[config.mk]
export PLATFORM = sky130hd
export DESIGN_NAME = dsm_cic_decim
export DESIGN_NICKNAME = d
export VERILOG_FILES = /design/src/rtl/dsm_cic_decim.sv
export SDC_FILE = /design/constraint.sdc
export NUM_CORES = 1
export LEC_CHECK = 0
export ABC_AREA = 1
export BUFFER_PORTS_ARGS = -buffer_cell sky130_fd_sc_hd__buf_2
export CORE_UTILIZATION = 40
export DETAILED_ROUTE_END_ITERATION = 16
export MAX_ROUTING_LAYER = met4
export PLACE_DENSITY = 0.56
export SETUP_SLACK_MARGIN = 0.3
export SLEW_MARGIN = 20
export SYNTH_ARGS = -nofsm -noshare
export SYNTH_HDL_FRONTEND = slang
export SYNTH_SLANG_ARGS = --single-unit
export TNS_END_PERCENT = 10
[constraint.sdc]
create_clock -name clk -period 10.2 [get_ports clk]
set_clock_uncertainty 0.2 [all_clocks]
set_input_delay 2.04 -clock clk [delete_from_list [all_inputs] [get_ports clk]]
set_output_delay 2.04 -clock clk [all_outputs]
set_load 0.02 [all_outputs]
[src/rtl/dsm_cic_decim.sv]
// Third-order CIC decimator for a 1-bit delta-sigma bitstream.
// Decimates by R = 2**DECIM_LOG2 and emits a full-precision OUT_W-bit sample
// with a one-cycle dout_valid strobe.
// Optional build macro: CIC_BIPOLAR_EN. When it is defined, MSB maps to
// -1/+1 and dout is signed. When it is undefined, MSB maps to 0/+1 and
// dout is unsigned.
module dsm_cic_decim #(
  parameter int DECIM_LOG2 = 6   // legal range 2..10
) (
  input  logic                      clk,
  input  logic                      reset,
  input  logic                      MSB,
  output logic [3*DECIM_LOG2+1:0]   dout,
  output logic                      dout_valid
);

  // Integrator/comb/output width. The unsigned gain R^3 needs 3*DECIM_LOG2+1
  // bits. The extra bit keeps the bipolar result representable.
  localparam int OUT_W = 3*DECIM_LOG2 + 2;
  localparam logic [DECIM_LOG2-1:0] CNT_LAST = '1;   // R-1

  logic [OUT_W-1:0]      x;
  logic [OUT_W-1:0]      i1, i2, i3;
  logic [OUT_W-1:0]      d1, d2, d3;
  logic [OUT_W-1:0]      c1, c2, c3;
  logic [DECIM_LOG2-1:0] cnt;
  logic                  strobe;

  // Map the input bit to a sample and evaluate the combs from pre-edge state.
  // NOTE: every always_comb output gets a default first, so that no path can infer a latch.
  always_comb begin
    x      = '0;
`ifdef CIC_BIPOLAR_EN
    x      = MSB ? {{(OUT_W-1){1'b0}}, 1'b1} : {OUT_W{1'b1}};
`else
    x      = {{(OUT_W-1){1'b0}}, MSB};
`endif
    strobe = (cnt == CNT_LAST);
    c1     = i3 - d1;
    c2     = c1 - d2;
    c3     = c2 - d3;
  end

  // Integrator chain. Wrap-around is modular and the combs cancel it.
  // NOTE: sequential state uses non-blocking assignments, so each stage reads its neighbour's pre-edge value.
  always_ff @(posedge clk) begin
    if (reset) begin
      i1 <= '0;
      i2 <= '0;
      i3 <= '0;
    end else begin
      i1 <= i1 + x;
      i2 <= i2 + i1;
      i3 <= i3 + i2;
    end
  end

  // Free-running decimation counter. The strobe cycle is cnt == R-1.
  always_ff @(posedge clk) begin
    if (reset) begin
      cnt <= '0;
    end else begin
      cnt <= cnt + DECIM_LOG2'(1);
    end
  end

  // Comb delays and the output register advance only on the strobe edge.
  always_ff @(posedge clk) begin
    if (reset) begin
      d1         <= '0;
      d2         <= '0;
      d3         <= '0;
      dout       <= '0;
      dout_valid <= 1'b0;
    end else begin
      dout_valid <= strobe;
      if (strobe) begin
        d1   <= i3;
        d2   <= c1;
        d3   <= c2;
        dout <= c3;
      end
    end
  end

endmodule
==> results of run 1 <==
==> cells in the final DEF, fill, tap and decap left out, types with 10 or more instances in the layout <==
cell type    n
xnor2_1     15
nor2_1     107
xor2_1      31
nand3_2     10
nand3_1     52
a21oi_1    191
o21ai_0    116
a31oi_1     10
nand4_1     14
buf_2       23
inv_1      217
ha_1        98
o21ai_1     30
nand2_2     14
nor3_1      11
dfxtp_1    147
clkbuf_16   17
inv_2       11
nand2_1    199
==> worst max-delay path, delay by kind of cell, from the launching register on <==
family / cells / cell delay, ns
adder cells (fa/ha/maj): 3 / 1.05
buffers and inverters: 4 / 0.24
AND/OR/NAND/NOR: 16 / 1.86
AO/OA/AOI/OAI: 6 / 1.15
flip-flops: 1 / 0.31
XOR/XNOR: 1 / 0.22
==> how the worst max path moves through the flow <==
stage | endpoint | from | cells after the start
6_report | dout[19] | d1[3] | 30
5_1_grt | dout[19] | d1[9] | 29
4_1_cts | dout[19] | d1[9] | 29
3_5_place_dp | dout[19] | d1[9] | 29
3_3_place_gp | dout[19] | i3[9] | 26
2_1_floorplan | dout[19] | d1[2] | 30
==> routing by layer <==
| layer | vias up | share of wire (%) | global-route usage, % |
|---|---|---|---|
| li1 | 4692 | - | - |
| met4 | 0 | 2.0 | 6.44 |
| met5 | - | 0 | - |
| met1 | 3926 | 46 | 22.9 |
| met2 | 75 | 50 | 34.4 |
| met3 | 22 | 2.0 | 3.11 |
==> registers in the layout, indices dropped and copies added (netlist names) <==
| signal | flops |
|---|---|
| cnt | 6 |
| d1 | 20 |
| d2 | 20 |
| d3 | 20 |
| dout | 20 |
| dout_valid | 1 |
| i1 | 20 |
| i2 | 20 |
| i3 | 20 |
==> through the flow <==
step	cell area [um2]	hold slack (ns)	total power [W]	std cells	utilization [%]
floorplan	9830	0.218	0.00167	1394	-
global placement	10300	0.232	0.00201	1714	42.3
detailed placement	10300	0.243	0.00200	1714	42.3
CTS	10800	0.258	0.00263	1745	44.7
global route	10800	0.281	0.00282	1745	44.7
finish	10800	0.254	0.00259	1745	44.7
==> final cells by class <==
type / instances / area (um2)
inverters: 228 / 856
multi-input cells: 987 / 5910
flip-flops and latches: 147 / 2940
clock inverters: 12 / 123
clock buffers: 19 / 443
well taps: 324 / 405
repair buffers: 28 / 153
fillers: 2540 / 13400
==> kinds of logic (layout without fill, tap and decap cells) <==
logic type	count (synthesis)	in the layout	share of synthesized area [%]
xor+xnor	47	47	4.26
compound gates	404	404	22.5
simple gates	433	433	19.8
fa+ha+maj	103	103	13.5
buf+inv	260	287	10.0
flops	147	147	29.9
==> where the power goes <==
part | internal [W] | total [W] | switching [W]
combinational | 0.000522 | 0.00140 | 0.000876
sequential | 0.000579 | 0.000583 | 0.00000410
clock | 0.000346 | 0.000611 | 0.000265
total | 0.00145 | 0.00259 | 0.00115
==> impl_metrics.tcl, run 1 <==
set metrics [dict create \
    status "complete, no violations" \
    critical_path.max_fanout 4 \
    design.die.area_um2 25200 \
    syn_area_um2 9830 \
    yosys.area.top_type "dfxtp_1" \
    cts.repair_timing.setup_buffer_count 0 \
    worstSetupPathType "flip-flop to flip-flop" \
    post_cts_resized 0 \
    grt_start_max_net_pins 113 \
    clock_sinks 147 \
    design.portCount 24 \
    clkLatencyLatePin_ns 0.42 \
    worst_ep_required_time_ns 10.32 \
    cp_common_cell "nand2_1" \
    htree_levels 4 \
    layout.nets 1515 \
    finalCriticalPeriod_ns 5.17 \
    rows 57 \
    clk_pin_slew_ns 0.06 \
    top_post_synthesis_cells_by_count "217 x inv_1, 199 x nand2_1, 191 x a21oi_1, 147 x dfxtp_1, 116 x o21ai_0" \
    post-dp-hpwl_mm 17.8 \
    portBuffers 23 \
    syn-mean-instance-area_um2 7.05 \
    detail_route.first_pass.iterations 5 \
    cts-root-buf "clkbuf_16" \
    drt_first_iter_violations 405 \
    antenna_cells 0 \
    hold_end "cnt[0]" \
    ff2ff_setup_slack_ns 5.03 \
    die_y_um 159 \
    hold_path.startpoint "cnt[0]" \
    synth-async-reset-ratio_pct 0 \
    route.antenna.remaining_nets 0 \
    drt_drc_violations_left 0 \
    r2r_end "dout[19]" \
    synth.net_count 1500 \
    worst_hold_path_type "flip-flop to flip-flop" \
    routabilityCongestion 0.850 \
    total_power_density_per_cell_area_nw_per_um2 239 \
    worst_r2r_startpoint "d1[3]" \
    maxcap_viol_count 0 \
    globalRouteTotalUtil_pct 19.7 \
    route.vias.total 8715 \
    setup.worst_path.end_class "flip-flop" \
    sequential_element_share_of_the_synthesized_area_pct 29.9 \
    hold_buffers 0 \
    synth_enable_flop_cells 0 \
    post_detailed_routing_wire_length_mm 23.5 \
    cts_max_path_buffers 2 \
    finalSetupTns_ns 0 \
    synth_most_common_cell "inv_1" \
    max_slew_margin_pct 28.8 \
    vdd_ir_drop_max_mv 0.165 \
    initial_antenna_violation_count 0 \
    timing.final.crit_share_pct 50.7 \
    finalWorstSetupSlack_ns 5.03 \
    synth_top_area_share_pct 29.9 \
    power_leakage_nw 5.10 \
    mean_routed_wirelength_per_cell_um 13.5 \
    synthCells 1394 \
    final-hold-violation-count 0 \
    yosys-top-cells-area "dfxtp_1 30%, ha_1 12%, a21oi_1 9.7%, inv_1 8.3%, nand2_1 7.6%" \
    yosys.cell_types.count 46 \
    grt_pass1_vias 8268 \
    core-area_um2 24200 \
    rsz0062_at_grt "no" \
    synth_seq_cells 147 \
    synth_ff_type "dfxtp_1" \
    post_synthesis_to_final_layout_area_growth_pct 10.2 \
    cts_tree "built" \
    timing.critical_path.slowest_cell_delay_ns 0.42 \
    post-place-ws_ns 5.01 \
    viasPerCell 4.99 \
    initial_utilization_pct 40.5 \
    tightestPinTransition_ns 1.07 \
    cp_data_arrival_time_ns 5.29 \
    critical_path.startpoint_type "flip-flop" \
    drv_slew 0 \
    reg2reg_depth 30 \
    number_of_buffers_inserted_during_clock_tree_synthesis 17 \
    drive_above_1_share_pct 8.87 \
    grt_pass1_wl_mm 39.2 \
    fp.dieW_um 159 \
    overflow 0 \
    worst_hold_path.num_cells 1 \
    cp_slowest_cell "nor4_1" \
    total_number_of_yosys_warnings 0 \
    setup_viol 0 \
    achievable-frequency_mhz 193 \
]
(Power assumes the default switching activity.)
==> run 2: changes to the inputs <==
clock period = 5.3 ns   (was 10.2 ns; I/O delays follow)
==> run 2 against run 1 <==
Compared with the run above: maximum frequency increased by 7.4%; combinational power increased by 100%; sequential share of layout area decreased by 0.26 points; sequential cell count unchanged; register-to-register slack got worse by 4.5 ns; wire length increased by 1.9%; die area unchanged; global-route usage increased by 0.21 points; utilization increased by 0.44 points; critical path depth decreased by 5; final cell count about the same; clock power increased by 91%; highest routed layer unchanged.
==> impl_metrics.tcl, run 2 (same netlist as run 1, synthesis figures left out) <==
set metrics [dict create \
    maxcap_viol_count 0 \
    multi_input_area_um2 6020 \
    hold_path.startpoint "cnt[0]" \
    final-hold-violation-count 0 \
    post_detailed_routing_wire_length_mm 23.9 \
    timing.critical_path.max_delay_family "simple AND/OR/NAND/NOR gates" \
    mean_routed_wirelength_per_cell_um 13.7 \
    antenna_cells 0 \
    cts-root-buf "clkbuf_16" \
    reg2reg_depth 25 \
    clock_sinks 147 \
    total_power_density_per_cell_area_nw_per_um2 466 \
    layout.nets 1515 \
    initial_utilization_pct 40.5 \
    final_common_cell "inv_1" \
    finalCriticalPeriod_ns 4.82 \
    cts.repair_timing.setup_buffer_count 0 \
    drv_slew 0 \
    fillers 2579 \
    worst_r2r_startpoint "i3[10]" \
    die_y_um 159 \
    status "complete, no violations" \
    portBuffers 23 \
    power_switching_share_pct 45.2 \
    timing.critical_path.slowest_cell_delay_ns 0.41 \
    fp.dieW_um 159 \
    hold_end "cnt[0]" \
    clkLatencyLatePin_ns 0.43 \
    internal_cell_power_w 0.00280 \
    timing.final.crit_share_pct 90.9 \
    r2r_end "dout[19]" \
    viasPerCell 5.00 \
    worst_ep_required_time_ns 5.43 \
    post_synthesis_to_final_layout_area_growth_pct 11.3 \
    fin_total_pwr_w 0.00510 \
    design.portCount 24 \
    vdd_ir_drop_max_mv 0.366 \
    tightestPinTransition_ns 0.992 \
    worst_hold_path.num_cells 1 \
    route.vias.total 8725 \
    number_of_buffers_inserted_during_clock_tree_synthesis 17 \
    design.die.area_um2 25200 \
    htree_levels 4 \
    ff2ff_setup_slack_ns 0.48 \
    setup_viol 0 \
    route.antenna.remaining_nets 0 \
    drt_first_iter_violations 469 \
    final_cell_mix "217 x inv_1, 199 x nand2_1, 186 x a21oi_1" \
    max_slew_margin_pct 33.9 \
    initial_antenna_violation_count 0 \
    achievable-frequency_mhz 208 \
    drive_above_1_share_pct 10.5 \
    cts_tree "built" \
    drt_drc_violations_left 0 \
    globalRouteTotalUtil_pct 19.9 \
    power_leakage_nw 5.13 \
    cts_max_path_buffers 2 \
    crit_cells 25 \
    timing.critical_path.buf_inv 4 \
    grt_start_max_net_pins 67 \
    worst_hold_path_type "flip-flop to flip-flop" \
    clk_pin_slew_ns 0.07 \
    core-area_um2 24200 \
    critical_path.max_fanout 5 \
    detail_route.first_pass.iterations 5 \
    grt_pass1_wl_mm 39.5 \
    routabilityCongestion 0.869 \
    power_switching_w 0.00230 \
    rows 57 \
    cp_slowest_cell "ha_1" \
    worstSetupPathType "flip-flop to flip-flop" \
    cp_data_arrival_time_ns 4.94 \
    area.sequential_um2 2940 \
    overflow 0 \
    grt_pass1_vias 8435 \
    power.share.clock_pct 22.9 \
    rsz0062_at_grt "yes" \
    combinationalPowerShare_pct 55.1 \
    critical_path.startpoint_type "flip-flop" \
    sequentialPowerShare_pct 22.0 \
    finalSetupTns_ns 0 \
    post-dp-hpwl_mm 18.0 \
    setup.worst_path.end_class "flip-flop" \
]
==> run 2: cell count changes in the layout (fill, tap and decap cells not counted), moves of 2 or more <==
cell and change:
a21oi_2 +5, xor2_1 -2, a21oi_1 -5, clkinv_4 +2, inv_8 +2, ha_2 +5
clkinvlp_4 -3, xor2_2 +2, nor3_1 -2, ha_1 -6, nor4_1 -2, nor3_2 +2
==> run 2: cell type report <==
cell class	instances	share of cell area [%]
timing repair buffer	28	1.40
sequential	147	26.9
clock buffer	19	4.05
inverter	228	7.82
multi-input combinational	987	55.1
tap	324	3.71
clock inverter	13	1.05
==> run 2: through the flow <==
stage | cells | utilization (%) | hold WS, ns | area, um2 | setup slack (ns)
4_1_cts | 1746 | 44.7 | 0.249 | 10800 | 0.310
6_report | 1746 | 45.1 | 0.247 | 10900 | 0.485
3_5_place_dp | 1714 | 42.3 | 0.239 | 10300 | 0.199
2_1_floorplan | 1394 | - | 0.218 | 9830 | 0.989
3_3_place_gp | 1714 | 42.3 | 0.230 | 10300 | 0.193
5_1_grt | 1746 | 45.1 | 0.275 | 10900 | 0.182
==> run 2: power by group through the flow <==
stage	clock [W]	sequential, W	combinational, W
detailed placement	0	0.00115	0.00270
global route	0.00124	0.00112	0.00312
global placement	0	0.00115	0.00270
floorplan	0	0.00115	0.00207
CTS	0.00121	0.00112	0.00272
finish	0.00117	0.00112	0.00281
==> run 2: how the worst max path moves through the flow <==
stage | start | end
after global routing | i3[2] | dout[19]
after global placement | i3[9] | dout[18]
final | i3[10] | dout[19]
after detailed placement | d1[3] | dout[19]
after floorplan | d1[2] | dout[19]
after CTS | i3[2] | dout[19]
==> run 2: metal layers <==
metal / up-vias / GRT usage (%) / routed length (um)
met4: 0 / 6.62 / 480
met1: 3944 / 23.1 / 11200
met3: 29 / 3.16 / 499
li1: 4678 / - / -
met2: 74 / 34.8 / 11700
met5: - / - / 0
==> run 2: worst register-to-register path, delay by kind of cell (launching register included) <==
family	cells	cell delay, ns
buffers and inverters	4	0.43
and+or+nand+nor	12	1.73
xor gates and xnor gates	2	0.47
adders and majority gates	3	0.99
AOI/OAI and AO/OA	4	0.55
DFF	1	0.34
==> run 2: what timing repair did <==
| action | in CTS | in global routing |
|---|---|---|
| hold buffers | 0 | 0 |
| endpoints found under the hold margin | 0 | 0 |
| resized for setup | 4 | 20 |
| pin swaps | 0 | 3 |
| setup endpoints to repair | 2 | 7 |
